File: src/rtl/alu16_sched.sv
// Round-robin scheduler sharing one alu16 between two valid/ready requesters.
// One operation in flight; operands are held for ALU_LAT cycles and the result returns on the winner's channel.
module alu16_sched #(
    parameter int ALU_LAT = 1,
    parameter int W       = 16
) (
    input  logic         clk,
    input  logic         rst_n,
    input  logic         req0_valid,
    output logic         req0_ready,
    input  logic [3:0]   req0_op,
    input  logic [W-1:0] req0_a,
    input  logic [W-1:0] req0_b,
    input  logic         req1_valid,
    output logic         req1_ready,
    input  logic [3:0]   req1_op,
    input  logic [W-1:0] req1_a,
    input  logic [W-1:0] req1_b,
    output logic         resp0_valid,
    input  logic         resp0_ready,
    output logic [W-1:0] resp0_y,
    output logic [2:0]   resp0_flags,
    output logic         resp1_valid,
    input  logic         resp1_ready,
    output logic [W-1:0] resp1_y,
    output logic [2:0]   resp1_flags,
    output logic [3:0]   alu_op,
    output logic [W-1:0] alu_a,
    output logic [W-1:0] alu_b,
    input  logic [W-1:0] alu_y,
    input  logic         alu_z,
    input  logic         alu_c,
    input  logic         alu_v,
    output logic         busy,
    output logic         grant_id
);
    // state  | meaning
    // S_IDLE | arbitrating; ready shown only to the winner
    // S_WAIT | operands on the ALU, counting down its latency
    // S_RESP | result presented to the owner until it is taken

    typedef enum logic [1:0] {S_IDLE, S_WAIT, S_RESP} state_t;

    localparam logic [3:0] LAT_INIT = 4'(ALU_LAT);

    state_t       r_state;
    state_t       w_state_nxt;
    logic         r_last;
    logic         r_gid;
    logic [3:0]   r_cnt;
    logic [3:0]   r_alu_op;
    logic [W-1:0] r_alu_a;
    logic [W-1:0] r_alu_b;
    logic [W-1:0] r_y0;
    logic [W-1:0] r_y1;
    logic [2:0]   r_f0;
    logic [2:0]   r_f1;
    logic         w_gnt0;
    logic         w_gnt1;
    logic         w_accept;
    logic         w_capture;

    always_ff @(posedge clk) begin
        if (!rst_n) begin
            r_state <= S_IDLE;
        end else begin
            r_state <= w_state_nxt;
        end
    end

    always_comb begin
        w_state_nxt = r_state;
        w_gnt0      = 1'b0;
        w_gnt1      = 1'b0;
        w_capture   = 1'b0;
        case (r_state)
            S_IDLE: begin
                // On a tie the requester that did not win last time goes first.
                if (req0_valid && (!req1_valid || r_last)) begin
                    w_gnt0 = 1'b1;
                end else if (req1_valid) begin
                    w_gnt1 = 1'b1;
                end
                if (w_gnt0 || w_gnt1) begin
                    w_state_nxt = S_WAIT;
                end
            end
            S_WAIT: begin
                if (r_cnt == 4'd0) begin
                    w_capture   = 1'b1;
                    w_state_nxt = S_RESP;
                end
            end
            S_RESP: begin
                if (r_gid ? resp1_ready : resp0_ready) begin
                    w_state_nxt = S_IDLE;
                end
            end
            default: w_state_nxt = S_IDLE;
        endcase
    end

    assign w_accept = w_gnt0 || w_gnt1;

    always_ff @(posedge clk) begin
        if (!rst_n) begin
            r_last   <= 1'b1;
            r_gid    <= 1'b0;
            r_cnt    <= 4'd0;
            r_alu_op <= 4'd0;
            r_alu_a  <= '0;
            r_alu_b  <= '0;
            r_y0     <= '0;
            r_y1     <= '0;
            r_f0     <= 3'd0;
            r_f1     <= 3'd0;
        end else begin
            if (w_accept) begin
                r_gid    <= w_gnt1;
                r_last   <= w_gnt1;
                r_cnt    <= LAT_INIT;
                r_alu_op <= w_gnt1 ? req1_op : req0_op;
                r_alu_a  <= w_gnt1 ? req1_a  : req0_a;
                r_alu_b  <= w_gnt1 ? req1_b  : req0_b;
            end else if (r_state == S_WAIT && r_cnt != 4'd0) begin
                r_cnt <= r_cnt - 4'd1;
            end
            // Response registers keep their value after valid drops.
            if (w_capture) begin
                if (r_gid) begin
                    r_y1 <= alu_y;
                    r_f1 <= {alu_z, alu_c, alu_v};
                end else begin
                    r_y0 <= alu_y;
                    r_f0 <= {alu_z, alu_c, alu_v};
                end
            end
        end
    end

    assign req0_ready  = w_gnt0;
    assign req1_ready  = w_gnt1;
    assign resp0_valid = (r_state == S_RESP) && !r_gid;
    assign resp1_valid = (r_state == S_RESP) &&  r_gid;
    assign resp0_y     = r_y0;
    assign resp1_y     = r_y1;
    assign resp0_flags = r_f0;
    assign resp1_flags = r_f1;
    assign alu_op      = r_alu_op;
    assign alu_a       = r_alu_a;
    assign alu_b       = r_alu_b;
    assign busy        = (r_state != S_IDLE);
    assign grant_id    = r_gid;

endmodule

File: config.mk
export PLATFORM = sky130hd
export DESIGN_NAME = alu16_sched
export DESIGN_NICKNAME = d
export VERILOG_FILES = /design/src/rtl/alu16_sched.sv
export SDC_FILE = /design/constraint.sdc
export NUM_CORES = 1
export LEC_CHECK = 0
export CAP_MARGIN = 20
export CORE_MARGIN = 10
export CORE_UTILIZATION = 38
export CTS_CLUSTER_SIZE = 30
export DETAILED_ROUTE_END_ITERATION = 16
export PLACE_DENSITY = 0.78
export SYNTH_ARGS = -nofsm -noshare
export SYNTH_HDL_FRONTEND = slang
export SYNTH_SLANG_ARGS = --single-unit
File: constraint.sdc
create_clock -name clk -period 1.63 [get_ports clk]
set_input_delay 0.163 -clock clk [delete_from_list [all_inputs] [get_ports clk]]
set_output_delay 0.163 -clock clk [all_outputs]
set_load 0.05 [all_outputs]
==> After elaboration in Yosys (flattened, before gate mapping) <==
Index checks and enable logic that the tools add are counted.
{ "totals": {"output_inout_bits": 80, "latch_bits": 0, "mem_count": 0, "elab_cells": 57, "ram_bits": 0, "reg_bits": 82, "in_bits": 97, "mem_bits_ro": 0} }
{ "classes": {"n_bitwise": 2, "reduce_logical": 18, "shifts": 0, "mul": 0, "order_cmp": 0, "eq_ne": 5, "addsub": 1, "mux": 19, "div_mod_pow": 0} }
{ "op_table": {"columns": ["cell", "n"], "rows": [
  ["16-bit 2-to-1 mux", 2],
  ["1-bit 2-to-1 mux", 12],
  ["2-bit 2-to-1 mux", 3],
  ["2-bit inequality test (second input constant)", 3],
  ["2-bit case mux with 3 select lines", 1],
  ["1-bit logical AND", 4],
  ["4-bit logical NOT", 1],
  ["4-bit 2-to-1 mux", 1],
  ["2-bit AND reduction", 2],
  ["2-bit nonzero test", 2],
  ["4-bit nonzero test", 1],
  ["4-bit by 1-bit subtractor with 4-bit output (second input constant)", 1],
  ["1-bit logical OR", 3],
  ["3-bit AND reduction", 1],
  ["2-bit by 1-bit equality test with 1-bit output (second input constant)", 1],
  ["2-bit equality test (second input constant)", 1],
  ["1-bit logical NOT", 2],
  ["2-bit logical NOT", 1],
  ["1-bit inverter", 2],
  ["2-bit OR reduction", 1]
]} }

==> Logic depth before layout (Yosys ltp) <==
{ "logic_depth": {"depth_word": 8, "ltp_mapped": 7, "mapped_depth_nobuf": 5} }

==> Worst setup path after synthesis <==
No wires, ideal clock.
{ "synth_timing": {"kind": "reg2out", "start": "register r_state[1]", "end": "output req0_ready", "t_arrival_ns": 1.582, "t_required_ns": 1.467, "path_slack_ns": -0.115, "n_path_buf": 0, "path_stages_with_launch": 3, "path_cell_list": "dfxtp_1 -> or3b_2 -> a21oi_1"} }
{ "synth_via": {"elab_chain_cells": 2} }
{ "synth_rtl": {"columns": ["element", "line_no", "text"], "rows": [
  ["start, declared", "46", "state_t r_state;"],
  ["start signal, assigned", "67", "r_state <= w_state_nxt;"],
  ["2-bit logical NOT", "76", "case (r_state)"],
  ["1-bit 2-to-1 mux", "76", null],
  ["end, declared", "10", "output logic req0_ready,"]
]} }
Every way passes these cells.

==> Worst setup path after layout <==
Same ends and word-level chain as after synthesis.

==> results by group <==
Run status
  – Outcome: finished clean

Logic synthesis
  – Synth top area cells: dfxtp_1 (43%), mux2i_1 (9.9%), o311a_1 (9.4%)
  – Top cell type's share of synthesized area: 0.428
  – Post-synth EDFFs: 0
  – Post-synth ARST share: 0
  – Mapped cell area: 3840 sq um
  – Area leader, netlist: dfxtp_1
  – Syn Nets: 508
  – Seq/Total Area, Yosys: 0.428
  – Distinct cell type count of the synthesized netlist: 33
  – Mean Syn Cell Area: 9.37 sq um
  – Mapped Cells: 410
  – Predominant post-synthesis flop cell: dfxtp_1
  – Synth Register Bits: 82
  – Syn. warnings: 0

Placed design
  – Port bufs: 176
  – Hpwl dp: 9080 microns
  – Placer Congestion: 0.772
  – Placed Instances: 692

STA
  – Fin crit period: 1590 ps
  – Rel. slew slack: 0.707
  – Hold WS: 217 ps
  – Final setup violation count: 0
  – Final Hold Violating Endpoints: 0
  – TNS Setup: 0 ps
  – RSZ-0062 raised after global routing: yes
  – Fin crit share: 0.975
  – Slew Viols, Final: 0
  – F_max: 629 MHz
  – Worst slew pin tran: 440 ps
  – Skew final: 11.1 ps

Layout
  – Commonest non-fill, non-tap cell in the layout: clkdlybuf4s50_1
  – Most frequent cells in the layout: clkdlybuf4s50_1 (95), buf_4 (87), dfxtp_1 (80)
  – # diodes: 0
  – Area delta synth->final: 55.3%
  – Layout Nets: 675
  – Util after Layout: 0.607
  – Share of layout cells above drive strength 1: 0.227
  – Non-Filler Instances: 715

Worst hold path
  – Hold path startpoint: rst_n
  – Hold crit path type: input pin to flip-flop

Clock tree
  – Max Root-Sink Buffers: 2
  – Worst-Skew Late Latency: 340 ps
  – TritonCTS buffer count: 9
  – Clock root buffer master: clkbuf_8
  – Clk sinks: 82
  – Clock Pin Slew Worst Setup and Hold Paths: 90 ps
  – TritonCTS clock tree: built
  – Hold_buf cts: 0
  – H-tree Lvls: 3

Critical path
  – CP required: 1470 ps
  – FF-to-FF setup slack: 40 ps
  – R2R Path End: alu_a[6]
  – RR Startpoint: r_state[1]
  – Critical-path top delay cell: or3b_4
  – CP Class: flip-flop to primary output
  – Worst Reg-to-Reg Cells: 4
  – Worst setup path endpoint: req0_ready
  – Crit-path cells: or3b_4 -> a21oi_4 -> buf_12
  – Critical path startpoint: r_state[1]
  – Crit path largest cell delay: 410 ps
  – Critical Path AT: 1430 ps
  – Setup crit start kind: flip-flop
  – Crit end category: primary output
  – CP max FO: 4

Global routing
  – GR Overflow Total: 0
  – Initial antenna violation count: 0
  – Gr usage total: 0.174
  – Vias in the first global route: 4103
  – Largest net degree at the start of global routing: 53
  – First-pass GRT wire length: 20900 microns

Floorplanning
  – Top Ports: 177
  – Die X: 121 microns
  – Core ar.: 9820 sq um
  – Die H: 121 microns
  – Row count: 36
  – Die Area: 14500 sq um
  – Initial Util: 0.391

Power
  – Maximum VDD drop: 0.543 mV
  – Leakage: 2.86 nW
  – Power Density: 1090 nW/um^2
  – Final Total Pwr: 6.49 mW

Drt
  – Iter 0 DRT Violations: 250
  – Final WL: 13100 microns
  – Via count: 3798
  – WL/cell: 18.3 microns
  – Vias per cell: 5.31
  – DRC: 0
  – Post-route ant nets: 0
  – 1st-pass router iterations: 4

Job
  – Max cap viols: 0
-- cell type report --
| cell class | count | area (sq um) |
|---|---|---|
| well taps | 133 | 166 |
| multi-input cells | 280 | 2010 |
| clock buffers | 9 | 124 |
| fillers | 857 | 3850 |
| flip-flops and latches | 82 | 1650 |
| repair buffers | 199 | 1940 |
| clock inverters | 7 | 53.8 |
| inverters | 5 | 18.8 |
-- through the flow --
stage / cell area [sq um] / setup WS [ps]
detailed placement: 5630 / -204
global route: 5960 / -21.7
finish: 5960 / 40.6
global placement: 5630 / -161
CTS: 5910 / -8.24
floorplan: 3850 / 6.73
-- cells in the mapped netlist, types with 2 or more instances --
| master | number |
|---|---|
| a21oi_1 | 4 |
| mux2i_1 | 38 |
| dfxtp_1 | 82 |
| clkbuf_1 | 32 |
| buf_2 | 7 |
| o21ai_0 | 5 |
| nand2b_1 | 2 |
| buf_6 | 4 |
| or2_1 | 2 |
| nor3b_1 | 3 |
| o311a_1 | 36 |
| nor2_1 | 4 |
| inv_1 | 5 |
| o21bai_1 | 36 |
| nand2_1 | 61 |
| a21boi_0 | 36 |
| and3_1 | 37 |
-- sequential cells by signal (all words and copies together), names as in the netlist --
signal	count
resp0_flags	3
resp0_y	16
resp1_y	16
r_cnt	4
r_state	2
r_last	1
alu_a	16
grant_id	1
resp1_flags	3
alu_b	16
alu_op	4
-- cells by family (layout without fill, tap and decap cells) --
kind of cell,count (synthesis),after routing,synth area share
buf+inv,48,220,0.0570
mux,39,39,0.102
compound gates,121,121,0.255
flops,82,82,0.427
fa+ha+maj,1,1,0.00326
simple gates,119,119,0.155
-- worst min path at each step --
stage                     end  slack, ps  cells past startpoint
2_1_floorplan  resp0_flags[0]        320                      2
3_3_place_gp       resp1_y[4]        450                      2
3_5_place_dp       resp1_y[3]        460                      2
4_1_cts              alu_b[4]        210                      2
5_1_grt              alu_b[2]        210                      2
6_report             alu_b[2]        220                      2
-- routing by layer --
layer	global-route usage	vias up	routed length (microns)
li1	-	1821	-
met1	0.194	1821	5580
met2	0.288	148	6020
met3	0.0870	8	1420
met4	0.0445	0	81
met5	0	-	0
-- where the power goes --
group / switching [mW] / leakage, nW / total [mW] / internal [mW]
combinational: 1.60 / 2.10 / 2.74 / 1.14
sequential: 0.141 / 0.674 / 2.38 / 2.24
clock: 0.799 / 0.0822 / 1.36 / 0.564
total: 2.54 / 2.86 / 6.49 / 3.95
-- critical path: cells and delay by family, from the launching register on --
| family | cells | cell delay, ps |
|---|---|---|
| AOI/OAI and AO/OA | 1 | 140 |
| and+or+nand+nor | 1 | 410 |
| DFF | 1 | 370 |
| buffers and inverters | 1 | 150 |
-- timing repair --
action,CTS,global route
setup buffers,2,2
setup endpoints to repair,3,39
pin swaps,1,2
cloned,2,1
endpoints found under the hold margin,0,0
gates resized for setup,7,8
(Power assumes the default switching activity.)
